File: config.mk
export PLATFORM = sky130hd
export DESIGN_NAME = alu_result_fifo
export DESIGN_NICKNAME = d
export VERILOG_FILES = /design/src/rtl/alu_result_fifo.sv
export SDC_FILE = /design/constraint.sdc
export NUM_CORES = 1
export LEC_CHECK = 0
export BUFFER_PORTS_ARGS = -buffer_cell sky130_fd_sc_hd__buf_2
export CORE_ASPECT_RATIO = 0.9
export CORE_MARGIN = 2
export CORE_UTILIZATION = 50
export DETAILED_ROUTE_END_ITERATION = 7
export GPL_TIMING_DRIVEN = 0
export PLACE_DENSITY = 0.77
export SYNTH_ARGS = -nofsm -noshare
export SYNTH_HDL_FRONTEND = slang
export SYNTH_SLANG_ARGS = --single-unit
File: constraint.sdc
create_clock -name aclk -period 9.6 [get_ports aclk]
set_input_delay 1.92 -clock aclk [delete_from_list [all_inputs] [get_ports aclk]]
set_output_delay 1.92 -clock aclk [all_outputs]
set_load 0.01 [all_outputs]
File: src/rtl/alu_result_fifo.sv
`default_nettype none
// +--------------------------------------------------------------------------+
// | alu_result_fifo                                                          |
// | Buffers the stall-free ALU result stream into a backpressurable          |
// | AXI-Stream master, with almost-full and sticky overflow/drop status.     |
// | Revision: 1.0                                                            |
// +--------------------------------------------------------------------------+
module alu_result_fifo #(
   parameter int DATA_WIDTH   = 64,
   parameter int DEPTH        = 16,
   parameter int AFULL_MARGIN = 2
) (
   input  logic                       aclk,
   input  logic                       aresetn,
   input  logic [DATA_WIDTH-1:0]      s_axis_result_tdata,
   input  logic                       s_axis_result_tvalid,
   output logic [DATA_WIDTH-1:0]      m_axis_tdata,
   output logic                       m_axis_tvalid,
   input  logic                       m_axis_tready,
   output logic [$clog2(DEPTH):0]     o_level,
   output logic                       o_almost_full,
   output logic                       o_overflow,
   output logic [15:0]                o_drop_count,
   input  logic                       i_clear_status
);

   localparam int c_AW = $clog2(DEPTH);
   localparam int c_LW = c_AW + 1;
   localparam logic [c_LW-1:0] c_FULL  = c_LW'(DEPTH);
   localparam logic [c_LW-1:0] c_AFULL = c_LW'(DEPTH - AFULL_MARGIN);
   localparam logic [15:0]     c_DMAX  = 16'hFFFF;

   logic [DATA_WIDTH-1:0] r_mem [DEPTH];
   logic [c_AW-1:0]       r_wr_ptr;
   logic [c_AW-1:0]       r_rd_ptr;
   logic [c_LW-1:0]       r_level;
   logic                  r_overflow;
   logic [15:0]           r_drop_count;

   logic w_full;
   logic w_pop;
   logic w_push;
   logic w_drop;

   assign w_full = (r_level == c_FULL);
   assign w_pop  = (r_level != '0) && m_axis_tready;
   // A pop frees its slot in the same cycle, so a full FIFO can still accept.
   assign w_push = s_axis_result_tvalid && (!w_full || w_pop);
   assign w_drop = s_axis_result_tvalid && w_full && !w_pop;

   // Storage is intentionally left unreset; reset-cycle writes are suppressed.
   always_ff @(posedge aclk) begin
      if (aresetn && w_push) begin
         r_mem[r_wr_ptr] <= s_axis_result_tdata;
      end
   end

   always_ff @(posedge aclk) begin
      if (!aresetn) begin
         r_wr_ptr <= '0;
         r_rd_ptr <= '0;
         r_level  <= '0;
      end else begin
         if (w_push) begin
            r_wr_ptr <= r_wr_ptr + c_AW'(1);
         end
         if (w_pop) begin
            r_rd_ptr <= r_rd_ptr + c_AW'(1);
         end
         case ({w_push, w_pop})
            2'b10:   r_level <= r_level + c_LW'(1);
            2'b01:   r_level <= r_level - c_LW'(1);
            default: r_level <= r_level;
         endcase
      end
   end

   // A drop in the same cycle as a clear wins and restarts the count at one.
   always_ff @(posedge aclk) begin
      if (!aresetn) begin
         r_overflow   <= 1'b0;
         r_drop_count <= '0;
      end else if (w_drop) begin
         r_overflow <= 1'b1;
         if (i_clear_status) begin
            r_drop_count <= 16'd1;
         end else if (r_drop_count != c_DMAX) begin
            r_drop_count <= r_drop_count + 16'd1;
         end
      end else if (i_clear_status) begin
         r_overflow   <= 1'b0;
         r_drop_count <= '0;
      end
   end

   assign m_axis_tdata  = r_mem[r_rd_ptr];
   assign m_axis_tvalid = (r_level != '0);
   assign o_level       = r_level;
   assign o_almost_full = (r_level >= c_AFULL);
   assign o_overflow    = r_overflow;
   assign o_drop_count  = r_drop_count;

endmodule
`default_nettype wire

-- Word-level counts from Yosys, hierarchy flattened
Memories as Yosys holds them, arrays and structs flattened. A register that Yosys moved wholly into a read port is not among the register bits.
Cells that the tools add are included.
- shifts and indexed selects: 0
- divide/modulo/power cells: 0
- reduce and logical (&&, ||, !) cells: 13
- mux-type cells: 11
- add/sub/neg operators: 5
- order comparisons: 1
- eq/ne operators: 4
- bitwise operators: 0
- $mul: 0
- operator list (cell ; number):
    2-to-1 mux 16 bit ; 4
    adder 16 x 1 -> 16 bit, second input constant ; 1
    != test 16 bit, second input constant ; 1
    one-hot mux 5 bit (2 select lines) ; 1
    adder 4 x 1 -> 4 bit, second input constant ; 2
    2-to-1 mux 4 bit ; 2
    nonzero test 2 bit ; 3
    adder 5 x 1 -> 5 bit, second input constant ; 1
    equality test 5 bit, second input constant ; 1
    greater-or-equal comparator 5 x 4 -> 1 bit, second input constant ; 1
    logical AND 1 bit ; 5
    nonzero test 5 bit ; 1
    subtractor 5 x 1 -> 5 bit, second input constant ; 1
    2-to-1 mux 1 bit ; 4
    equality test 2 x 1 -> 1 bit, second input constant ; 1
    equality test 2 bit, second input constant ; 1
    zero test 1 bit ; 2
    AND reduction 2 bit ; 1
    logical OR 1 bit ; 1
- bits in latches: 0
- input port bits: 69
- register bits after elaboration: 30
- memories: 1
- output and inout port bits: 88
- RAM bits: 1024
- bits in read-only memories: 0
- memories (memory ; words ; width ; read ports ; clocked after memory_dff ; wr ports ; RTL line ; source):
    r_mem ; 16 ; 64 ; 1 ; 1 ; 1 ; 33 ; logic [DATA_WIDTH-1:0] r_mem [DEPTH];

-- Depth between registers and ports, before layout
- word-level depth: 7
- depth in mapped cells: 11

-- Worst setup path after synthesis
Ideal clock, no wire load.
- path kind: input to register
- start point: in aresetn
- end point: mem r_mem[0][0], enable pin
- required time: 9114 ps
- cell stages on the path: 2
- arrival time: 5089 ps
- setup slack: 4025 ps
- path buffers: 0
- cells stage by stage: or3b_2 > nor2_1
- longest elaborated chain between the ends: 3
- ends and longest elaborated chain (element ; RTL line ; source):
    from (decl) ; 14 ; input logic aresetn,
    logical AND 1 bit ; 53 ; if (aresetn && w_push) begin
    2-to-1 mux 1 bit ; 53 ;
    2-to-1 mux 1 bit (not written as such) ; 54 ; r_mem[r_wr_ptr] <= s_axis_result_tdata;
    to (decl) ; 33 ;
No other way between the ends.

==> flow_metrics.tcl <==
set metrics [dict create \
    multi_input_comb_area_sq_um 8420 \
    drive_gt1_frac 0.358 \
    worstMarginPinSlew_ns 1.15 \
    slowest_stage "buf_1" \
    fill_cells 5239 \
    leakage_nw 14.4 \
    post_cts_resized 0 \
    cts.sinks 1058 \
    yosysTopAreaCellShare 0.763 \
    syn-num-nets 1706 \
    dieWidth_microns 303 \
    rsz0062_at_grt "no" \
    ys_ff_latch 1058 \
    netSwitchingPower_mw 2.53 \
    cp_common_cell "mux4_2" \
    dp.cells 2884 \
    ys_seq_area_frac 0.780 \
    endpoint_kind "output port" \
    critPathArrivalTime_ns 3.79 \
    peakVddDrop_mv 0.172 \
    insertion_delay_ns 0.67 \
    die_area_sq_um 82800 \
    critical_path_class "reg -> out" \
    yosysUniqueCellTypes 51 \
    clock_power_share 0.357 \
    grt_pass1_wl_microns 139000 \
    root_buffer "clkbuf_16" \
    critPathMaxFanout 10 \
    worstRegToRegCells 8 \
    status "complete, no violations" \
    cts_max_level 3 \
    grt_use_total 0.237 \
    antenna_left 0 \
    critical_path_required_ns 7.68 \
    wl_microns 97100 \
    cp-start-kind "flop" \
    hold_class "reg -> reg" \
    die_h_microns 273 \
    skew_ns 0.0212 \
    drc_errors 0 \
    synthesis.instances 1630 \
    yosysWarningCount 0 \
    finalNonFillerCells 3073 \
    cp.depth 5 \
    gp_congestion 0.806 \
    grt_pass1_vias 20323 \
    synth-edff-count 1024 \
    antenna_found_initial 14 \
    yosysMostFrequentCell "edfxtp_1" \
    via_per_inst 6.33 \
    dr.pass1.iters 5 \
    synthArstFlopShare 0 \
    timing.rr.end "r_mem[9][38]$_DFFE_PP_" \
    synth_common_cells "edfxtp_1, mux4_2, dfxtp_1" \
    timing.rr.start "o_level[3]$_SDFFE_PN0P_" \
    critPathBufInv 3 \
    p_sw_frac 0.240 \
    drt_iter0_drc 2580 \
    grt_start_max_net_pins 24 \
    finalCritPeriodShare 0.595 \
    slew_headroom 0.236 \
    grt.overflow.total 0 \
    num_rows 98 \
    power_density_nw_per_um2 226 \
    power_frac_seq 0.489 \
    combinationalPowerShare 0.155 \
    detail_route.wl_per_cell_microns 31.6 \
    nets 2013 \
    finalCriticalPeriod_ns 5.71 \
    cts_setup_buffers 0 \
    hold_viol 0 \
    core-area_sq_um 79600 \
    setup_violations 0 \
    postCtsHoldBufs 0 \
    p_total_mw 10.5 \
    clk_path_buf_depth 3 \
    vias 19456 \
    cts_tree "done" \
    start_util 0.506 \
    clock.fmax_mhz 175 \
    final_max_slew_viol_count 0 \
    crit_end "m_axis_tdata[5]" \
    cap_violations 0 \
    cts_buffers 101 \
    ioPinCount 157 \
    clkTransAtPathRegs_ns 0.06 \
    rrSetupSlack_ns 6.54 \
    dp_hpwl_microns 56000 \
    synthTopCellsByArea "edfxtp_1, mux4_2, dfxtp_1" \
    p_int_mw 8.02 \
    worstPathCellList "clkbuf_1 -> buf_1 -> mux4_2 -> mux4_2 -> buf_2" \
    syn_area_per_cell_sq_um 24.7 \
    synth_top_flop_cell "edfxtp_1" \
    portBuffers 156 \
    crit_path_max_incr_delay_ns 0.77 \
    yosysTopAreaCell "edfxtp_1" \
    syn_area_sq_um 40300 \
    crit_family "buffers and inverters" \
    layout.area.seq_sq_um 31400 \
    area_growth_pct 15.9 \
    fin_setup_tns_ns 0 \
]
==> cells by family after synthesis <==
logic type                 Yosys count  synth area share
and+or+nand+nor                    104            0.0138
muxes                              322             0.180
AOI/OAI and AO/OA                   40           0.00749
buffers and inverters               85            0.0136
DFF                               1058             0.780
adders and majority gates            7           0.00217
xor gates and xnor gates            14           0.00304
==> power groups by stage <==
stage | clock [mW] | combinational (mW) | sequential, mW
after CTS | 3.80 | 1.65 | 5.15
final | 3.76 | 1.63 | 5.16
after detailed placement | 0 | 1.62 | 5.25
after floorplan | 0 | 1.08 | 5.25
after global routing | 3.96 | 1.72 | 5.16
after global placement | 0 | 1.56 | 5.26
==> layer usage <==
metal | part of all wire | wire length [microns] | vias up | global-route usage
met5 | 0.0011 | 103 | - | 0
met4 | 0.032 | 3080 | 18 | 0.0865
met3 | 0.097 | 9460 | 231 | 0.0568
met2 | 0.51 | 49400 | 1184 | 0.391
met1 | 0.36 | 35100 | 10321 | 0.309
li1 | - | - | 7702 | -
==> state kept, by name (all words and copies together) (netlist names), named ones only <==
name and flops:
o_overflow 1, r_mem 1024, r_rd_ptr 4, o_drop_count 16, o_level 5, r_wr_ptr 4
==> cell type report <==
class,count,share of cell area
clock inverter,60,0.00968
multi-input combinational,487,0.180
clock buffer,123,0.0564
tap,1050,0.0282
sequential,1058,0.674
buffer,77,0.0111
inverter,8,0.000644
antenna,6,0.000322
timing repair buffer,204,0.0397
==> per-stage QoR <==
stage          setup slack [ns]  hold WS [ns]  cell area (sq um)  utilization
3_3_place_gp              0.199         0.470              42400        0.532
3_5_place_dp               4.67         0.477              43600        0.547
5_1_grt                    3.86         0.507              46700        0.586
4_1_cts                    3.91         0.493              46600        0.586
6_report                   3.89         0.490              46700        0.586
2_1_floorplan              4.02         0.480              40300            -
==> worst min-delay path: stages (launching register included) <==
cell and delay, ns:
dfxtp_1 0.31, nand2b_1 0.06, a21boi_0 0.07
==> placed cells by master, fill, tap and decap left out, types with 16 or more instances in the layout <==
cell type,Yosys,routed
nor2_4,0,16
buf_2,3,159
nand2_1,17,17
edfxtp_1,1024,1024
mux4_2,320,320
clkbuf_16,0,102
buf_1,17,17
clkinv_2,0,17
buf_6,28,28
clkinv_1,0,27
dfxtp_1,34,34
clkbuf_1,27,48
buf_12,0,33
==> how the worst min path moves through the flow <==
| stage | end | depth (start not counted) | from | slack, ns |
|---|---|---|---|---|
| global placement | o_overflow$_SDFFE_PN0P_ | 2 | o_overflow$_SDFFE_PN0P_ | 0.47 |
| detailed placement | o_overflow$_SDFFE_PN0P_ | 2 | o_overflow$_SDFFE_PN0P_ | 0.48 |
| global route | o_overflow$_SDFFE_PN0P_ | 2 | o_overflow$_SDFFE_PN0P_ | 0.51 |
| floorplan | flop | 2 | r_rd_ptr[1]$_SDFFE_PN0N_ | 0.48 |
| CTS | o_overflow$_SDFFE_PN0P_ | 2 | o_overflow$_SDFFE_PN0P_ | 0.49 |
| finish | o_overflow$_SDFFE_PN0P_ | 2 | o_overflow$_SDFFE_PN0P_ | 0.49 |
Note: power is estimated with default switching activity, not from simulation.
